$ cat config.mk
export PLATFORM = sky130hd
export DESIGN_NAME = i2s_sync_receiver
export DESIGN_NICKNAME = d
export VERILOG_FILES = /design/src/rtl/i2s_sync_receiver.sv
export SDC_FILE = /design/constraint.sdc
export NUM_CORES = 1
export LEC_CHECK = 0
export CAP_MARGIN = 20
export CORE_ASPECT_RATIO = 0.8
export CORE_MARGIN = 5
export CORE_UTILIZATION = 50
export DETAILED_ROUTE_END_ITERATION = 16
export GPL_TIMING_DRIVEN = 0
export PLACE_DENSITY = 0.87
export SLEW_MARGIN = 20
export SYNTH_ARGS = -nofsm -noshare
export SYNTH_HDL_FRONTEND = slang
export SYNTH_SLANG_ARGS = --single-unit
$ cat constraint.sdc
create_clock -name clk -period 4.5 [get_ports clk]
set_clock_uncertainty 0.1 [all_clocks]
set_input_delay 0.45 -clock clk [delete_from_list [all_inputs] [get_ports clk]]
set_output_delay 0.45 -clock clk [all_outputs]
set_load 0.05 [all_outputs]
$ cat src/rtl/i2s_sync_receiver.sv
// I2S receiver for the system clock domain. The raw sck/ws/sd pins are
// synchronised and oversampled. Each channel slot is checked for the expected
// length. Complete stereo pairs are presented with a one-cycle valid pulse.
module i2s_sync_receiver #(
  parameter int SLOT_BITS   = 32,
  parameter int WORDSIZE    = 32,
  parameter int SYNC_STAGES = 2,
  parameter int TIMEOUT     = 255
) (
  input  logic                clk,
  input  logic                rst,
  input  logic                sck,
  input  logic                ws,
  input  logic                sd,
  output logic [WORDSIZE-1:0] data_left,
  output logic [WORDSIZE-1:0] data_right,
  output logic                valid,
  output logic                locked,
  output logic                frame_err
);

  localparam int SYNC_W = 3 * SYNC_STAGES;
  localparam int TW     = $clog2(TIMEOUT + 1);
  localparam logic [WORDSIZE-1:0] MSB_ONE = WORDSIZE'(1) << (WORDSIZE - 1);

  typedef enum logic [1:0] {SEARCH, LEFT, RIGHT} state_t;

  state_t              state, state_nxt;
  logic [SYNC_W-1:0]   sync_q;
  logic                sck_s, ws_s, sd_s;
  logic                sck_prev, ws_prev;
  logic                rise, boundary, slot_ok, timeout_hit;
  logic [7:0]          bcnt, bcnt_inc;
  logic [TW-1:0]       tcnt;
  logic [WORDSIZE-1:0] shifter, shift_ins, hold_left;
  logic                clr_slot, ld_hold, ld_pair, err;

  // The oldest synchroniser group sits at the top of sync_q.
  // The pin order in each group is {sck, ws, sd}.
  assign sck_s = sync_q[SYNC_W-1];
  assign ws_s  = sync_q[SYNC_W-2];
  assign sd_s  = sync_q[SYNC_W-3];

  assign rise        = sck_s & ~sck_prev;
  assign boundary    = rise & (ws_s ^ ws_prev);
  assign bcnt_inc    = (bcnt == 8'hFF) ? bcnt : bcnt + 8'd1;
  assign slot_ok     = (bcnt_inc == 8'(SLOT_BITS));
  assign timeout_hit = ~rise & (tcnt == TW'(TIMEOUT - 1));

  // Bit index bcnt lands at position WORDSIZE-1-bcnt.
  // The shifted mask becomes zero once bcnt reaches WORDSIZE, so late bits drop out.
  assign shift_ins = shifter | ({WORDSIZE{sd_s}} & (MSB_ONE >> bcnt));

  // Synchronise the three I2S pins and keep the history used for edge detection.
  always_ff @(posedge clk or posedge rst) begin
    if (rst) begin
      sync_q   <= '0;
      sck_prev <= 1'b0;
      ws_prev  <= 1'b0;
    end else begin
      sync_q   <= SYNC_W'({sync_q, sck, ws, sd});
      sck_prev <= sck_s;
      if (rise) ws_prev <= ws_s;
    end
  end

  // Frame-state register.
  always_ff @(posedge clk or posedge rst) begin
    if (rst) state <= SEARCH;
    else     state <= state_nxt;
  end

  // Next-state logic and datapath strobes.
  // A mis-sized slot that ends on ws 1->0 relocks at once into LEFT.
  always_comb begin
    state_nxt = state;
    clr_slot  = 1'b0;
    ld_hold   = 1'b0;
    ld_pair   = 1'b0;
    err       = 1'b0;
    if (boundary) begin
      unique case (state)
        SEARCH: begin
          if (!ws_s) begin
            state_nxt = LEFT;
            clr_slot  = 1'b1;
          end
        end
        LEFT, RIGHT: begin
          if (slot_ok) begin
            clr_slot  = 1'b1;
            ld_hold   = (state == LEFT);
            ld_pair   = (state == RIGHT);
            state_nxt = (state == LEFT) ? RIGHT : LEFT;
          end else begin
            err = 1'b1;
            if (!ws_s) begin
              state_nxt = LEFT;
              clr_slot  = 1'b1;
            end else begin
              state_nxt = SEARCH;
            end
          end
        end
        default: state_nxt = SEARCH;
      endcase
    end else if (timeout_hit && state != SEARCH) begin
      err       = 1'b1;
      state_nxt = SEARCH;
    end
  end

  // Slot bit counter, which saturates at 255.
  // Idle timeout counter, which restarts on every sck rise.
  always_ff @(posedge clk or posedge rst) begin
    if (rst) begin
      bcnt <= '0;
      tcnt <= '0;
    end else begin
      if (clr_slot)  bcnt <= '0;
      else if (rise) bcnt <= bcnt_inc;
      if (rise)                        tcnt <= '0;
      else if (tcnt != TW'(TIMEOUT))   tcnt <= tcnt + TW'(1);
    end
  end

  // Sample shifter, left holding register and registered outputs.
  always_ff @(posedge clk or posedge rst) begin
    if (rst) begin
      shifter    <= '0;
      hold_left  <= '0;
      data_left  <= '0;
      data_right <= '0;
      valid      <= 1'b0;
      locked     <= 1'b0;
      frame_err  <= 1'b0;
    end else begin
      if (clr_slot)                    shifter <= '0;
      else if (rise && state != SEARCH) shifter <= shift_ins;
      if (ld_hold) hold_left <= shift_ins;
      if (ld_pair) begin
        data_left  <= hold_left;
        data_right <= shift_ins;
      end
      valid     <= ld_pair;
      frame_err <= err;
      if (err)          locked <= 1'b0;
      else if (ld_pair) locked <= 1'b1;
    end
  end

endmodule

# After elaboration in Yosys (flattened, before gate mapping)

Index checks and enable logic that the tools add are counted.

Logic and storage cells: 72
Latch bits: 0
Bits in writable memories: 0
Output and inout port bits: 67
Memories: 0
Memory bits (read-only): 0
Flip-flop bits (word level): 157
Bits of input ports: 5

$mul: 0
Magnitude comparators: 0
Add/subtract/negate cells: 2
Reductions and logical operators: 11
Multiplexer cells: 30
Equality and inequality tests: 7
Bitwise gates (word level): 8
Divide/modulo/power cells: 0
Shifts and indexed selects: 1

Operators by type and width:

| cell                                                                  | count |
|---|---|
| 32-bit 2-to-1 mux                                                     | 2 |
| 8-bit 2-to-1 mux                                                      | 5 |
| 32-bit bitwise AND                                                    | 1 |
| 32-bit OR                                                             | 1 |
| 32-bit by 8-bit right shift with 32-bit output (first input constant) | 1 |
| 8-bit by 1-bit adder with 8-bit output (second input constant)        | 2 |
| 8-bit == test (second input constant)                                 | 2 |
| 1-bit 2-to-1 mux                                                      | 16 |
| 2-bit nonzero test                                                    | 6 |
| 2-bit 2-to-1 mux                                                      | 5 |
| 8-bit by 6-bit == test with 1-bit output (second input constant)      | 1 |
| 8-bit != test (second input constant)                                 | 1 |
| 2-bit case mux with 2 select lines                                    | 1 |
| 1-bit bitwise AND                                                     | 3 |
| 3-bit != test (second input constant)                                 | 1 |
| 2-bit by 1-bit == test with 1-bit output (second input constant)      | 1 |
| 2-bit == test (second input constant)                                 | 1 |
| 1-bit logical AND                                                     | 2 |
| 2-bit zero test                                                       | 1 |
| 1-bit inverter                                                        | 2 |
| 1-bit case mux with 2 select lines                                    | 1 |
| 2-bit AND reduction                                                   | 1 |
| 2-bit OR reduction                                                    | 1 |
| 1-bit bitwise XOR                                                     | 1 |

# Logic depth before layout (Yosys ltp)

Depth in word-level cells: 8
Gate-level depth with buffers: 9
Gate-level depth less buffers: 7

# Worst setup path after synthesis

OpenSTA, ideal clock, no wires.

Kind: flip-flop to flip-flop
Start: register bcnt[0]
End: register shifter[1]
Library setup time: 118 ps
Setup slack: 2,106 ps
Buffers on the path: 2
Clock period less this slack: 2,394 ps
Data required time: 4,282 ps
Stages on the path, launching flop included: 10
Arrival time: 2,176 ps
Cells stage by stage: dfrtp_1 > ha_1 > and3_1 > a21o_1 > a2111oi_4 > o211ai_2 > o31ai_2 > buf_4 > buf_6 > nor2_1

Longest elaborated chain between the ends: 7
Elaborated cells between the ends (all ways): 13
Classes of those cells: add/sub (1); eq/ne (2); shift (1); mux (6); bitwise (2); reduce/logical (1)

Ends and longest elaborated chain:

| what                                                                    | RTL line | RTL |
|---|---|---|
| start, declared                                                         | 33       | `logic [7:0] bcnt, bcnt_inc;` |
| start signal, assigned                                                  | 121      | `else if (rise) bcnt <= bcnt_inc;` |
| 8-bit by 1-bit adder with 8-bit output or 8-bit == test (tied branches) | 46       | `assign bcnt_inc = (bcnt == 8'hFF) ? bcnt : bcnt + 8'd1;` |
| 8-bit 2-to-1 mux                                                        | 46       |  |
| 8-bit by 6-bit == test with 1-bit output                                | 47       | `assign slot_ok = (bcnt_inc == 8'(SLOT_BITS));` |
| 1-bit 2-to-1 mux                                                        | 90       | `if (slot_ok) begin` |
| 1-bit case mux with 2 select lines                                      | 82       | `unique case (state)` |
| 1-bit 2-to-1 mux                                                        | 81       | `if (boundary) begin` |
| 32-bit 2-to-1 mux or 2-bit nonzero test (tied branches)                 | --       |  |
| end signal, assigned                                                    | 139      | `else if (rise && state != SEARCH) shifter <= shift_ins;` |
| end, declared                                                           | 35       | `logic [WORDSIZE-1:0] shifter, shift_ins, hold_left;` |

Parallel ways exist; a longest one is shown, timed or not. The select of a mux whose other input is x is not followed.
A chain may end at the register's enable or synchronous reset.

# Worst setup path in the final report

Start: register bcnt[0]
End: register data_right[19]

Longest elaborated chain between the ends: 6
Elaborated cells between the ends (all ways): 10
Classes of those cells: add/sub (1); eq/ne (2); shift (1); mux (4); bitwise (2)

Ends and longest elaborated chain:

| what                                                                    | RTL line | RTL |
|---|---|---|
| 8-bit by 1-bit adder with 8-bit output or 8-bit == test (tied branches) | 46       |  |
| 8-bit 2-to-1 mux                                                        | 46       |  |
| 8-bit by 6-bit == test with 1-bit output                                | 47       |  |
| 1-bit 2-to-1 mux                                                        | 90       |  |
| 1-bit 2-to-1 mux                                                        | 82       |  |
| 1-bit 2-to-1 mux                                                        | 81       |  |
| end signal, assigned                                                    | 143      | `data_right <= shift_ins;` |
| end, declared                                                           | 16       | `output logic [WORDSIZE-1:0] data_right,` |

Parallel ways exist; a longest one is shown, timed or not.

==> results.sh <==
export IMPL_core_um2=12700
export IMPL_clk_pin_slew_ns=0.06
export IMPL_post_cts_buffers=0
export IMPL_layout_min_cycle_time_ns=3.06
export IMPL_cp_num_buf_inv=2
export IMPL_htree_levels=4
export IMPL_hp_start="sync_q[1]"
export IMPL_die_x_um=136
export IMPL_slowest_delay_ns=0.46
export IMPL_diodes=0
export IMPL_nets=707
export IMPL_synth_warnings=0
export IMPL_synth_area_leaders="dfrtp_1 61%, mux2_2 5.8%, o21ai_0 5.2%"
export IMPL_slew_violations=0
export IMPL_post_dp_cell_area_um2=7410
export IMPL_grt_pass1_wl_mm=26.0
export IMPL_port_buffers=71
export IMPL_endpoint_kind="flip-flop"
export IMPL_setup_tns_ns=0
export IMPL_crit_start="bcnt[0]"
export IMPL_final_min_period_over_clock_period=0.681
export IMPL_ctsResizeCount=0
export IMPL_hold_ws_ns=0.249
export IMPL_finalInstanceArea_um2=7990
export IMPL_p_sw_uw=893
export IMPL_synth_nets=613
export IMPL_reg2reg_from="bcnt[0]"
export IMPL_synth_top_area_frac=0.615
export IMPL_arrival_ns=3.24
export IMPL_synthFlopType="dfrtp_1"
export IMPL_layout_drive_gt1_share=0.124
export IMPL_critical_path_startpoint_type="flip-flop"
export IMPL_r2r_slack_ns=1.44
export IMPL_num_rows=37
export IMPL_path_cells="ha_1 -> and3_1 -> a21o_1 -> a2111oi_4 -> o2111ai_1 -> buf_2 -> buf_2 -> nand2_1 -> o21ai_0"
export IMPL_clock_path_buffers=2
export IMPL_synth_area_per_cell_um2=10.6
export IMPL_gp_congestion=0.909
export IMPL_die_area_um2=15200
export IMPL_clk_latency_ns=0.42
export IMPL_post_place_ws_ns=1.55
export IMPL_path_delay_family="compound AO/OA/AOI/OAI gates"
export IMPL_grt_pass1_vias=5082
export IMPL_setup_viol=0
export IMPL_power_leakage_nw=3.62
export IMPL_ant_nets=0
export IMPL_rsz0062_at_grt="no"
export IMPL_power_share_combinational=0.121
export IMPL_cts_sink_count=157
export IMPL_cts_buffers=17
export IMPL_die_y_um=111
export IMPL_hold_class="reg2reg"
export IMPL_hpwl_mm=11.3
export IMPL_overflow=0
export IMPL_synth_edf_count=0
export IMPL_grt_max_degree=37
export IMPL_worst_slack_ns=1.44
export IMPL_antenna_found_initial=0
export IMPL_avgViaCountPerCell=5.73
export IMPL_netlist_area_um2=6390
export IMPL_ys_seq_elements=157
export IMPL_max_freq_mhz=326
export IMPL_power_density_nw_per_um2=419
export IMPL_dpl_cell_count=851
export IMPL_crit_top_cell="buf_2"
export IMPL_cts_hold_buf=0
export IMPL_start_util=0.504
export IMPL_pin_count=72
export IMPL_vias=5057
export IMPL_pwr_share_seq=0.454
export IMPL_routed_wirelength_mm=15.9
export IMPL_final_hold_viol_count=0
export IMPL_synth_area_leader_cell="dfrtp_1"
export IMPL_slowest_stage="o2111ai_1"
export IMPL_async_flop_share=1.00
export IMPL_syn_inst=601
export IMPL_p_int_mw=2.46
export IMPL_drc=0
export IMPL_worstSetupPathType="reg2reg"
export IMPL_worst_slew_pin_slew_ns=0.760
export IMPL_swShare=0.267
export IMPL_outcome="completed"
export IMPL_maxSlewHeadroom=0.493
export IMPL_clockRootBuffer="clkbuf_16"
export IMPL_max_vdd_ir_drop_mv=0.348
export IMPL_fin_cells=883
export IMPL_power_share_clock=0.425
export IMPL_grt_usage=0.219
export IMPL_syn2layout_area_growth_pct=25.0
export IMPL_utilization=0.630
export IMPL_seq_area_frac_synth=0.615
export IMPL_drv_cap=0
export IMPL_crit_required_ns=4.67
export IMPL_detail_route_wl_per_cell_um=18.0
export IMPL_drt_iter0_drc=400
export IMPL_yosysUniqueCellTypes=44
export IMPL_crit_path_max_fanout=10
export IMPL_finalPower_mw=3.35
export IMPL_first_pass_iters=5
export IMPL_cts_tree="yes"
-- final cells by class --
cell class                 count  area [um2]
inverter                       8        33.8
timing repair buffer          75         791
clock buffer                  24         482
tap                          175         219
clock inverter                 8         105
sequential                   157        3930
fill                         954        4690
multi-input combinational    402        2270
buffer                        34         164
-- cell usage after synthesis, types with 3 or more instances --
cell type	n
clkbuf_1	17
buf_2	14
a311oi_1	3
nand2_1	80
inv_1	8
a21oi_1	66
nor2b_1	6
xor2_1	3
nand2b_1	5
mux2_2	33
o21ai_0	67
nand4_1	6
and2_1	5
dfrtp_1	157
ha_1	7
nor3b_1	4
o21ai_1	4
nor2_1	62
nor3_1	12
nand3_1	8
-- path summary, 6_finish.rpt --
check	endpoint	cells after the start
setup / recovery	data_right[19]	9
hold / removal	sync_q[4]	0
setup reg to reg	data_right[19]	9
hold reg to reg	sync_q[4]	0
max in group asynchronous	data_left[1]	5
min in group asynchronous	data_left[9]	2
-- cells by family (layout without fill, tap and decap cells) --
group,count (synthesis),after routing,synth area share
buffers and inverters,42,149,0.0303
AOI/OAI and AO/OA,161,161,0.142
and+or+nand+nor,195,195,0.133
xor gates and xnor gates,5,5,0.00685
muxes,34,34,0.0597
DFF,157,157,0.615
adders and majority gates,7,7,0.0137
-- routing by layer --
metal / up-vias / track usage / share of wire / wire length, um
met1: 2498 / 0.286 / 0.42 / 6600
met5: - / 0 / 0 / 0
met2: 253 / 0.340 / 0.47 / 7480
met4: 0 / 0.0839 / 0.028 / 451
met3: 45 / 0.0690 / 0.086 / 1370
li1: 2261 / - / - / -
-- power groups by stage --
stage	registers, mW	clock network (mW)	logic, mW
floorplan	1.54	0	0.275
global placement	1.54	0	0.360
detailed placement	1.55	0	0.387
CTS	1.52	1.44	0.395
global route	1.53	1.51	0.444
finish	1.52	1.42	0.405
-- state kept, by name (all words and copies together) (netlist names) --
signal / count
hold_left: 32
data_right: 32
bcnt: 8
shifter: 32
tcnt: 8
data_left: 32
sync_q: 6
sck_prev: 1
locked: 1
frame_err: 1
state: 2
valid: 1
ws_prev: 1
-- cell usage in the layout (no fill, tap or decap), types with 4 or more instances in the layout --
cell / synthesis / routed
mux2_2: 33 / 33
clkdlybuf4s50_1: 0 / 71
inv_1: 8 / 7
nand2_1: 80 / 80
o21ai_0: 67 / 67
nand2b_1: 5 / 5
nor2_1: 62 / 62
dfrtp_1: 157 / 157
nor3b_1: 4 / 4
ha_1: 7 / 7
a21oi_1: 66 / 66
nand4_1: 6 / 6
nor2b_1: 6 / 6
and2_1: 5 / 5
clkbuf_16: 0 / 17
buf_2: 14 / 14
nor3_1: 12 / 12
clkbuf_1: 17 / 21
o21ai_1: 4 / 4
buf_12: 0 / 4
clkinvlp_4: 0 / 4
nand3_1: 8 / 8
Power figures use the tool's default switching activity.
